$ cat src/rtl/pi_bus_pkg.sv
// Shared types and widths for the Pi request path (command stage <-> bus access).
package pi_bus_pkg;

    localparam int unsigned PI_ADDR_W = 17;
    localparam int unsigned PI_DATA_W = 8;

    localparam logic RW_READ  = 1'b1;
    localparam logic RW_WRITE = 1'b0;

    // Bus access sequencer states
    typedef enum logic [2:0] {
        ST_IDLE      = 3'd0,
        ST_WAIT_SLOT = 3'd1,
        ST_SETUP     = 3'd2,
        ST_STROBE    = 3'd3,
        ST_HOLD      = 3'd4,
        ST_DONE      = 3'd5
    } pi_state_e;

    // One latched Pi request
    typedef struct packed {
        logic                 rw_b;
        logic [PI_ADDR_W-1:0] addr;
        logic [PI_DATA_W-1:0] data;
    } pi_req_t;

endpackage

$ cat src/rtl/pi_bus_access.sv
// Pi SRAM access sequencer: latches one request from the SPI command stage,
// waits for the Pi bus window and runs a single registered SRAM read/write.
// Every output is a register driven from the current state, so the pins lag
// the state by one clock and no input reaches an output combinationally.
module pi_bus_access
    import pi_bus_pkg::*;
#(
    parameter int unsigned STROBE_CYCLES = 3
) (
    input  logic                 sys_clk,
    input  logic                 reset_n,
    input  logic                 pi_pending,
    input  logic                 pi_rw_b,
    input  logic [PI_ADDR_W-1:0] pi_addr,
    input  logic [PI_DATA_W-1:0] pi_data_in,
    output logic                 pi_done,
    output logic [PI_DATA_W-1:0] pi_data_out,
    input  logic                 slot_start,
    output logic                 bus_grant,
    output logic [PI_ADDR_W-1:0] ram_addr,
    output logic [PI_DATA_W-1:0] ram_data_out,
    input  logic [PI_DATA_W-1:0] ram_data_in,
    output logic                 ram_data_oe,
    output logic                 ram_oe_n,
    output logic                 ram_we_n
);

    localparam int unsigned    CNT_W    = $clog2(STROBE_CYCLES + 1);
    localparam logic [CNT_W-1:0] CNT_LOAD = CNT_W'(STROBE_CYCLES - 1);

    pi_state_e            r_state;
    pi_state_e            w_state_nxt;
    pi_req_t              r_req;
    pi_req_t              w_req_nxt;
    logic [CNT_W-1:0]     r_cnt;
    logic [CNT_W-1:0]     w_cnt_nxt;
    logic                 r_pending_q;
    logic                 w_rise;
    logic                 w_is_read;

    logic                 w_done_nxt;
    logic [PI_DATA_W-1:0] w_rdata_nxt;
    logic                 w_grant_nxt;
    logic [PI_ADDR_W-1:0] w_addr_nxt;
    logic [PI_DATA_W-1:0] w_wdata_nxt;
    logic                 w_data_oe_nxt;
    logic                 w_oe_n_nxt;
    logic                 w_we_n_nxt;

    assign w_rise    = pi_pending & ~r_pending_q;
    assign w_is_read = (r_req.rw_b == RW_READ);

    // State, request latch, strobe counter and pending edge detector
    always_ff @(posedge sys_clk or negedge reset_n) begin
        if (!reset_n) begin
            r_state     <= ST_IDLE;
            r_req       <= '0;
            r_cnt       <= '0;
            r_pending_q <= 1'b0;
        end else begin
            r_state     <= w_state_nxt;
            r_req       <= w_req_nxt;
            r_cnt       <= w_cnt_nxt;
            r_pending_q <= pi_pending;
        end
    end

    // Next-state and next-output decode from the current state
    always_comb begin
        w_state_nxt   = r_state;
        w_req_nxt     = r_req;
        w_cnt_nxt     = r_cnt;
        w_done_nxt    = 1'b0;
        w_rdata_nxt   = pi_data_out;
        w_grant_nxt   = 1'b0;
        w_addr_nxt    = ram_addr;
        w_wdata_nxt   = ram_data_out;
        w_data_oe_nxt = 1'b0;
        w_oe_n_nxt    = 1'b1;
        w_we_n_nxt    = 1'b1;

        case (r_state)
            ST_IDLE: begin
                if (w_rise) begin
                    w_req_nxt.rw_b = pi_rw_b;
                    w_req_nxt.addr = pi_addr;
                    w_req_nxt.data = pi_data_in;
                    w_state_nxt    = ST_WAIT_SLOT;
                end
            end
            ST_WAIT_SLOT: begin
                // Abandon wins over a coincident window start
                if (!pi_pending) begin
                    w_state_nxt = ST_IDLE;
                end else if (slot_start) begin
                    w_state_nxt = ST_SETUP;
                end
            end
            ST_SETUP: begin
                w_grant_nxt = 1'b1;
                w_addr_nxt  = r_req.addr;
                if (!w_is_read) begin
                    w_wdata_nxt   = r_req.data;
                    w_data_oe_nxt = 1'b1;
                end
                w_cnt_nxt   = CNT_LOAD;
                w_state_nxt = ST_STROBE;
            end
            ST_STROBE: begin
                w_grant_nxt = 1'b1;
                if (w_is_read) begin
                    w_oe_n_nxt = 1'b0;
                end else begin
                    w_we_n_nxt    = 1'b0;
                    w_data_oe_nxt = 1'b1;
                end
                if (r_cnt == '0) begin
                    w_state_nxt = ST_HOLD;
                end else begin
                    w_cnt_nxt = r_cnt - CNT_W'(1);
                end
            end
            ST_HOLD: begin
                // This edge closes the last oe_n-low cycle: sample read data here
                w_grant_nxt = 1'b1;
                if (w_is_read) begin
                    w_rdata_nxt = ram_data_in;
                end else begin
                    w_data_oe_nxt = 1'b1;
                end
                w_state_nxt = pi_pending ? ST_DONE : ST_IDLE;
            end
            ST_DONE: begin
                w_done_nxt = pi_pending;
                if (!pi_pending) begin
                    w_state_nxt = ST_IDLE;
                end
            end
            default: begin
                w_state_nxt = ST_IDLE;
            end
        endcase
    end

    // Output registers; async reset also releases the strobes mid-access
    always_ff @(posedge sys_clk or negedge reset_n) begin
        if (!reset_n) begin
            pi_done      <= 1'b0;
            pi_data_out  <= '0;
            bus_grant    <= 1'b0;
            ram_addr     <= '0;
            ram_data_out <= '0;
            ram_data_oe  <= 1'b0;
            ram_oe_n     <= 1'b1;
            ram_we_n     <= 1'b1;
        end else begin
            pi_done      <= w_done_nxt;
            pi_data_out  <= w_rdata_nxt;
            bus_grant    <= w_grant_nxt;
            ram_addr     <= w_addr_nxt;
            ram_data_out <= w_wdata_nxt;
            ram_data_oe  <= w_data_oe_nxt;
            ram_oe_n     <= w_oe_n_nxt;
            ram_we_n     <= w_we_n_nxt;
        end
    end

endmodule

$ cat config.mk
export PLATFORM = sky130hd
export DESIGN_NAME = pi_bus_access
export DESIGN_NICKNAME = d
export VERILOG_FILES = /design/src/rtl/pi_bus_pkg.sv /design/src/rtl/pi_bus_access.sv
export SDC_FILE = /design/constraint.sdc
export NUM_CORES = 1
export LEC_CHECK = 0
export ABC_AREA = 1
export BUFFER_PORTS_ARGS = -buffer_cell sky130_fd_sc_hd__buf_2
export CORE_ASPECT_RATIO = 1.75
export CORE_MARGIN = 3
export CORE_UTILIZATION = 45
export DETAILED_ROUTE_END_ITERATION = 7
export PLACE_DENSITY = 0.69
export SLEW_MARGIN = 20
export SYNTH_ARGS = -nofsm -noshare
export SYNTH_HDL_FRONTEND = slang
export SYNTH_SLANG_ARGS = --single-unit
$ cat constraint.sdc
create_clock -name sys_clk -period 1.58 [get_ports sys_clk]
set_input_delay 0.079 -clock sys_clk [delete_from_list [all_inputs] [get_ports sys_clk]]
set_output_delay 0.079 -clock sys_clk [all_outputs]
set_load 0.01 [all_outputs]
---- Yosys cells after proc, flatten, opt, wreduce, memory -nomap -nowiden ----
Cells that the tools add are included.
W data, S select, Z words.
word-level totals
  bits in registers ....................... 70
  logic and storage cells ................. 53
  bits of input ports ..................... 38
  output and inout port bits .............. 38
operators by class
  add/sub/neg operators ................... 1
  bitwise logic cells ..................... 3
  equal/unequal tests ..................... 10
  reduce and logical (&&, ||, !) cells .... 9
  multiplexer cells ....................... 16
operator list
  kind                   count
  $mux W3                6
  $pmux W3 S6            1
  $ne A2 B2 Y1 const B   4
  $reduce_and A2 Y1      4
  $mux W1                7
  $eq A3 B2 Y1 const B   2
  $eq A3 B3 Y1 const B   2
  $pmux W2 S2            1
  $reduce_and A4 Y1      1
  $eq A3 B1 Y1 const B   1
  $logic_not A3 Y1       1
  $ne A3 B3 Y1 const B   1
  $reduce_or A3 Y1       1
  $logic_not A2 Y1       1
  $mux W2                1
  $not A1 Y1             2
  $reduce_bool A2 Y1     1
  $sub A2 B1 Y2 const B  1
  $and A1 B1 Y1          1

---- Depth between registers and ports, before layout ----
Gate-level depths: netlist of run 1.
  word-level depth ........................ 4
  gate-level depth with buffers ........... 9
  gate-level depth less buffers ........... 7

---- Worst setup path before layout of run 1 ----
No wires, ideal clock.
  path kind ............................... flip-flop to flip-flop
  from .................................... register r_state[0]
  to ...................................... register pi_data_out[6]
  cell stages (with the launch flop) ...... 6
  buffers on the path ..................... 1
  data arrival time ....................... 1,068 ps
  clock period less this slack ............ 1,194 ps
  library setup time ...................... 126 ps
  data required time ...................... 1,454 ps
  slack ................................... 386 ps
  path through ............................ dfrtp_1 -> nor2_4 -> nand3_1 -> buf_2 -> nand2_1 -> o21ai_0
between the ends
  longest elaborated chain between the ends .. 2
ends and longest elaborated chain
  what                                line                  RTL
  start, declared                     pi_bus_access.sv:31   pi_state_e r_state;
  start signal, assigned              pi_bus_access.sv:61   r_state <= w_state_nxt;
  $eq A3 B3 Y1                        pi_bus_access.sv:82   case (r_state)
  $reduce_and A2 Y1 (no source line)  -
  end signal, assigned                pi_bus_access.sv:158  pi_data_out <= w_rdata_nxt;
  end, declared                       pi_bus_access.sv:17   output logic [PI_DATA_W-1:0] pi_data_out,
Every way passes these cells.
A chain may end at the register's enable or synchronous reset.

---- Final worst setup path of run 1 ----
  from .................................... register r_state[1]
  to ...................................... register r_state[1]
between the ends
  longest elaborated chain between the ends .. 3
  elaborated cells on any way between the ends .. 12
ends and longest elaborated chain
  what                                                           line
  $eq A3 B1 Y1 (tied with other cells)                           pi_bus_access.sv:82
  $ne A3 B3 Y1 (no source line) or $ne A2 B2 Y1 (tied branches)  -
  $reduce_and A4 Y1 (no source line)                             -
Parallel ways exist; a longest one is shown, timed or not.

==> results by group, run 1 <==
Status
  • Outcome: finished, final reports clean

Power and ir drop
  • Total power: approximately 6.3 mW
  • Pwr Density: approximately 1700 nW/um^2
  • Register share of total power: between 40% and 50%
  • Combinational share of power: approximately a third
  • P_leak: about 2.1 nW
  • Cell Int Power: 4.07 mW
  • Worst vdd ir: 0.00101 V
  • Clk pwr share: 19.9%
  • Sw Ratio: a little over a third
  • P_sw: ~2.3 mW

Critical path
  • Crit path required time: between 1500 and 2000 ps
  • WS Path Type: reg2reg
  • CP endpoint: r_state[1]
  • Crit path launch type: flop
  • RR Startpoint: r_state[1]
  • Crit. End Element: flop
  • Critical Path AT: approximately 1600 ps
  • R2R depth: 6
  • CP max FO: 20
  • Worst reg2reg setup slack: 270 ps
  • Crit Reg-Reg Endpoint: r_state[1]
  • Setup crit start: r_state[1]

CTS
  • CTS root buffer: clkbuf_8
  • CTS tree: yes
  • CTS buffer count: 9
  • Clk sinks: 70
  • H-tree depth: 3
  • Clk buf depth: 2
  • Clk pin slew, worst setup/hold paths: ~70 ps
  • Clock latency on the worst-skew pair: 330 ps
  • Post-CTS sizing: 0

Global routing
  • GRT Resource Usage Total: 18.9%
  • Vias in the first global route: between 2000 and 2500
  • Global-route wire length before repair: 10100 um
  • Antenna violations before repair: 0
  • Largest net degree at the start of global routing: 71
  • Total gr overflow: 0

STA
  • Max Fclk: about 760 MHz
  • Final worst setup slack: between 200 and 300 ps
  • WHS: roughly 18 ps
  • Crit share post-route: between 80 and 90%
  • Final setup fails: 0
  • Clock Skews: ~5.2 ps
  • Max Slew Vio Count: 0
  • Setup TNS: 0 ps
  • RSZ-0062 raised after global routing: no
  • Final min period: roughly 1300 ps
  • Worst slew pin tran: roughly 360 ps
  • Hold Fails Final Rpt: 0
  • Slew HR: between 70% and 80%

Route
  • Pre-Repair DR Iteration Count: 4
  • Drt total wl: about 6000 um
  • DR vias/cell: 4.48
  • Post-DR wirelength/cell: 11.9 um
  • Initial drt markers: 172
  • Antenna-violating nets left: 0
  • Vias: around 2300
  • DRC errors left: 0

Floorplanning
  • IO Pins: 76
  • Die Area: about 7000 um^2
  • Starting Density: a little under half
  • Die H: between 100 and 150 um
  • Row count: 37
  • Die width: 65.5 um
  • Core ar.: roughly 5900 um^2

Place
  • Placed cell areas: around 3300 um^2
  • Pre-CTS WS: 272 ps
  • Hpwl dp: approximately 4000 um
  • Placed Cells: between 400 and 500
  • RePlAce Congestion: 0.855
  • Number of I/O port buffers: 75

Logic synthesis
  • Synth unique cells: 21
  • Simple-Gate Fraction of Synth Area: 20.4%
  • Post-synth top area share: 61.1%
  • Post-Synth Adder-Cell Area: 0.449%
  • Yosys warns: 0
  • Synth Area in XOR/XNOR: 0%
  • #FFs+latches synth: 70
  • Cells after Synth: slightly above 300
  • Yosys top cell by area: dfrtp_1
  • Post-synthesis compound-gate area fraction: between 7 and 8%
  • Ranking of synthesized cells by area: dfrtp_1 61%, nand2_1 15%, o21ai_0 6.3%
  • Post-synthesis cell area: about 2800 um^2
  • Largest family of logic cells by synthesized area: simple AND/OR/NAND/NOR gates
  • Synthesized net count: 344
  • Seq/Total Area, Yosys: around 63%
  • Avg Inst Size Synth: between 9 and 10 um^2
  • Post-synthesis mux area share: 0%

Finish
  • Synth-to-layout area growth: 35.6%
  • Number of nets in the layout: 460
  • Core Util, Final: a little under two thirds
  • Share of cells above drive strength 1: 24.2%
  • Fin area: between 3000 and 4000 um^2
  • Post-Layout Cell Count: between 500 and 600
  • Most common cell after layout, fill and taps aside: nand2_1
  • Most frequent cells in the layout: 108 x nand2_1, 75 x buf_2, 68 x dfrtp_1

Min path
  • Worst Hold Class: in2reg
  • Hold Path Depth: 3

Job
  • Max-cap check violation count: 0
## critical path: stages, from the launching register on
cell and delay, ps:
dfrtp_1 450, nand2_2 120, nor2_4 220, inv_2 190
nand2_1 110, nand3_1 80, nand2_1 70
## flip-flops by register name, summed over array words and instances, names as in the netlist, 2 cells and up
name and count:
r_req 25, ram_addr 17, pi_data_out 8, ram_data_out 8, r_state 3, r_cnt 2
## cells by family (layout without fill, tap and decap cells)
group,after synthesis,after routing
AOI/OAI and AO/OA,42,42
adders and majority gates,1,1
buffers and inverters,55,176
DFF,70,70
other,0,1
and+or+nand+nor,137,137
## layout make-up
class,count,area (um^2)
Antenna cell,1,2.50
Clock buffer,15,166
Clock inverter,1,5.00
Fill cell,553,2150
Inverter,43,163
Multi-Input combinational cell,180,797
Sequential cell,70,1750
Tap cell,78,97.6
Timing Repair Buffer,117,791
## synthesized netlist by cell type, drive strengths merged
library cell,instances
nand2,109
dfrtp,68
inv,42
o21ai,36
nand3,16
nor2,11
buf,10
a21oi,4
clkbuf,2
dfstp,2
a22oi,1
clkinv,1
ha,1
nor3,1
o211ai,1
## how the worst min path moves through the flow
| stage | start | to | slack (ps) |
|---|---|---|---|
| after detailed placement | reset_n | ram_addr[13] | 130 |
| final | pi_data_in[7] | r_req[7] | 20 |
| after global routing | pi_data_in[7] | r_req[7] | 10 |
| after global placement | reset_n | ram_addr[10] | 130 |
| after floorplan | reset_n | bus_grant | -220 |
| after CTS | pi_data_in[7] | r_req[7] | 5 |
## power by group through the flow
| stage | logic [mW] | clock network, mW | registers (mW) |
|---|---|---|---|
| 6_report | 2.08 | 1.26 | 2.99 |
| 5_1_grt | 2.41 | 1.40 | 3.09 |
| 4_1_cts | 2.11 | 1.30 | 3.00 |
| 3_5_place_dp | 2.04 | 0 | 3.02 |
| 3_3_place_gp | 1.97 | 0 | 3.00 |
| 2_1_floorplan | 1.11 | 0 | 3.15 |
## repair_timing
| item | 4_1_cts | 5_1_grt |
|---|---|---|
| endpoints found under the hold margin | 102 | 0 |
| setup buffers | 0 | 0 |
| hold buffers | 35 | 0 |
## routing by layer
layer / routed length [um] / vias to the layer above / global-route usage [%]
met3: 234 / 10 / 5.07
met5: 0 / - / 0
li1: - / 1165 / -
met4: 167 / 0 / 10.8
met1: 2260 / 1033 / 20.2
met2: 3360 / 55 / 33.1
Power figures use the tool's default switching activity.
==> run 2, diff against run 1 <==
Clock period 1.58 ns to 1.4 ns, I/O delays scaled along.
==> results by group, run 2 (synthesis results as in run 1) <==
STA
  • Hold Fails Final Rpt: 0
  • Setup TNS: 0 ps
  • Clock Skews: 4.83 ps
  • WHS: 205 ps
  • Final setup fails: 0
  • Final min period: roughly 1300 ps
  • Final worst setup slack: 139 ps
  • RSZ-0062 raised after global routing: no
  • Crit share post-route: between 90% and 100%
  • Max Slew Vio Count: 0
  • Worst slew pin tran: 439 ps
  • Max Fclk: between 700 and 800 MHz
  • Slew HR: roughly 70%

Critical path
  • Critical Path AT: approximately 1500 ps
  • Delay-heaviest family, CP: simple AND/OR/NAND/NOR gates
  • CP max FO: 4
  • Max incr delay on CP: between 300 and 400 ps
  • Crit path launch type: flop
  • WS Path Type: reg2reg
  • Worst path bufs/invs: 1
  • Crit. End Element: flop
  • CP cell instances: inv_1 > ha_1 > nor3_4 > nor2_1 > nand3_1 > nand2_1
  • Worst path slowest cell: dfrtp_1
  • Crit path required time: roughly 1600 ps

Route
  • Antenna-violating nets left: 0
  • Drt total wl: ~6000 um
  • DRC errors left: 0
  • Vias: 2281
  • Initial drt markers: 91
  • DR vias/cell: 4.50
  • Pre-Repair DR Iteration Count: 4
  • Post-DR wirelength/cell: 11.7 um

Floorplanning
  • Die H: approximately 110 um
  • IO Pins: 76
  • Core ar.: roughly 5900 um^2
  • Die width: roughly 65 um
  • Starting Density: a little under half
  • Die Area: ~7200 um^2
  • Row count: 37

Finish
  • # diodes: 0
  • Largest register by flop count: r_req
  • Synth-to-layout area growth: 37.0%
  • Regs by FF count: r_req (25), ram_addr (17)
  • Share of cells above drive strength 1: 24.9%
  • Max FFs per register: 25
  • Post-Layout Cell Count: 507
  • Most frequent cells in the layout: 108 x nand2_1, 75 x buf_2, 67 x dfrtp_1
  • Most common cell after layout, fill and taps aside: nand2_1
  • Number of nets in the layout: ~460

Global routing
  • Vias in the first global route: between 2000 and 2500
  • Antenna violations before repair: 0
  • Total gr overflow: 0
  • Largest net degree at the start of global routing: 32
  • Global-route wire length before repair: between 9000 and 10000 um
  • GRT Resource Usage Total: between 15 and 20%

CTS
  • CTS tree: yes
  • Clk buf depth: 2
  • Clk sinks: 70
  • Clk pin slew, worst setup/hold paths: ~70 ps
  • CTS root buffer: clkbuf_8
  • CTS buffer count: 9
  • H-tree depth: 3
  • Setup Buffers After CTS: 0
  • Clock latency on the worst-skew pair: 340 ps

Place
  • Placed Cells: around 460
  • Pre-CTS WS: approximately 99 ps
  • RePlAce Congestion: 0.776
  • Number of I/O port buffers: 75
  • Hpwl dp: between 4000 and 5000 um

Min path
  • Worst Hold Class: in2async

Power and ir drop
  • Sw Ratio: between 30 and 40%
  • Register share of total power: 47.0%
  • Worst vdd ir: 0.00106 V
  • Cell Int Power: 4.62 mW
  • P_sw: 2.55 mW
  • Clk pwr share: roughly 20%
  • Pwr Density: 1880 nW/um^2
  • Combinational share of power: 33.4%
  • Total power: roughly 7.2 mW
  • P_leak: between 2 and 2.5 nW

Job
  • Max-cap check violation count: 0

Status
  • Outcome: finished, final reports clean
run 2: cell count changes in the layout (fill, tap and decap cells not counted), sizes merged:
| cell | before | now |
|---|---|---|
| buf | 82 | 84 |
| diode | 1 | 0 |
| dlygate4sd3 | 35 | 36 |
run 2: cell type report:
cell class,instances,area (um^2)
fillers,549,2110
clock buffers,15,166
repair buffers,120,828
flip-flops and latches,70,1760
multi-input cells,180,800
clock inverters,1,5.00
inverters,43,163
well taps,78,97.6
run 2: path summary, 6_finish.rpt:
path / start / to / slack [ps] / depth (start not counted)
max in group asynchronous: reset_n / ram_we_n / 630 / 3
worst min register to register: ram_data_out[4] / ram_data_out[4] / 460 / 2
min in group sys_clk: slot_start / r_state[1] / 230 / 5
worst min-delay path: reset_n / r_req[15] / 200 / 2
worst max register to register: r_cnt[0] / r_state[2] / 140 / 6
worst max-delay path: r_cnt[0] / r_state[2] / 140 / 6
run 2: power groups by stage:
stage	logic [mW]	clock network (mW)	registers (mW)
6_report	2.39	1.41	3.37
5_1_grt	2.74	1.55	3.47
4_1_cts	2.43	1.47	3.36
3_5_place_dp	2.35	0	3.39
3_3_place_gp	2.26	0	3.37
2_1_floorplan	1.25	0	3.55
run 2: per-stage QoR:
| step | utilization [%] | instance area [um^2] |
|---|---|---|
| 3_3_place_gp | 55.3 | 3280 |
| 2_1_floorplan | - | 2780 |
| 6_report | 64.4 | 3810 |
| 3_5_place_dp | 55.3 | 3280 |
| 4_1_cts | 64.3 | 3810 |
| 5_1_grt | 64.4 | 3810 |
run 2: routing by layer:
| metal | up-vias | GRT usage [%] | routed length, um |
|---|---|---|---|
| met4 | 0 | 11.1 | 192 |
| met1 | 1042 | 20.5 | 2310 |
| met3 | 16 | 3.45 | 257 |
| met2 | 59 | 30.7 | 3190 |
| met5 | - | 0 | 0 |
| li1 | 1164 | - | - |
run 2: what timing repair did:
item | in CTS | in global routing
hold buffers | 36 | 0
resized for setup | 0 | 2
endpoints found under the setup margin | 0 | 10
endpoints found under the hold margin | 51 | 0
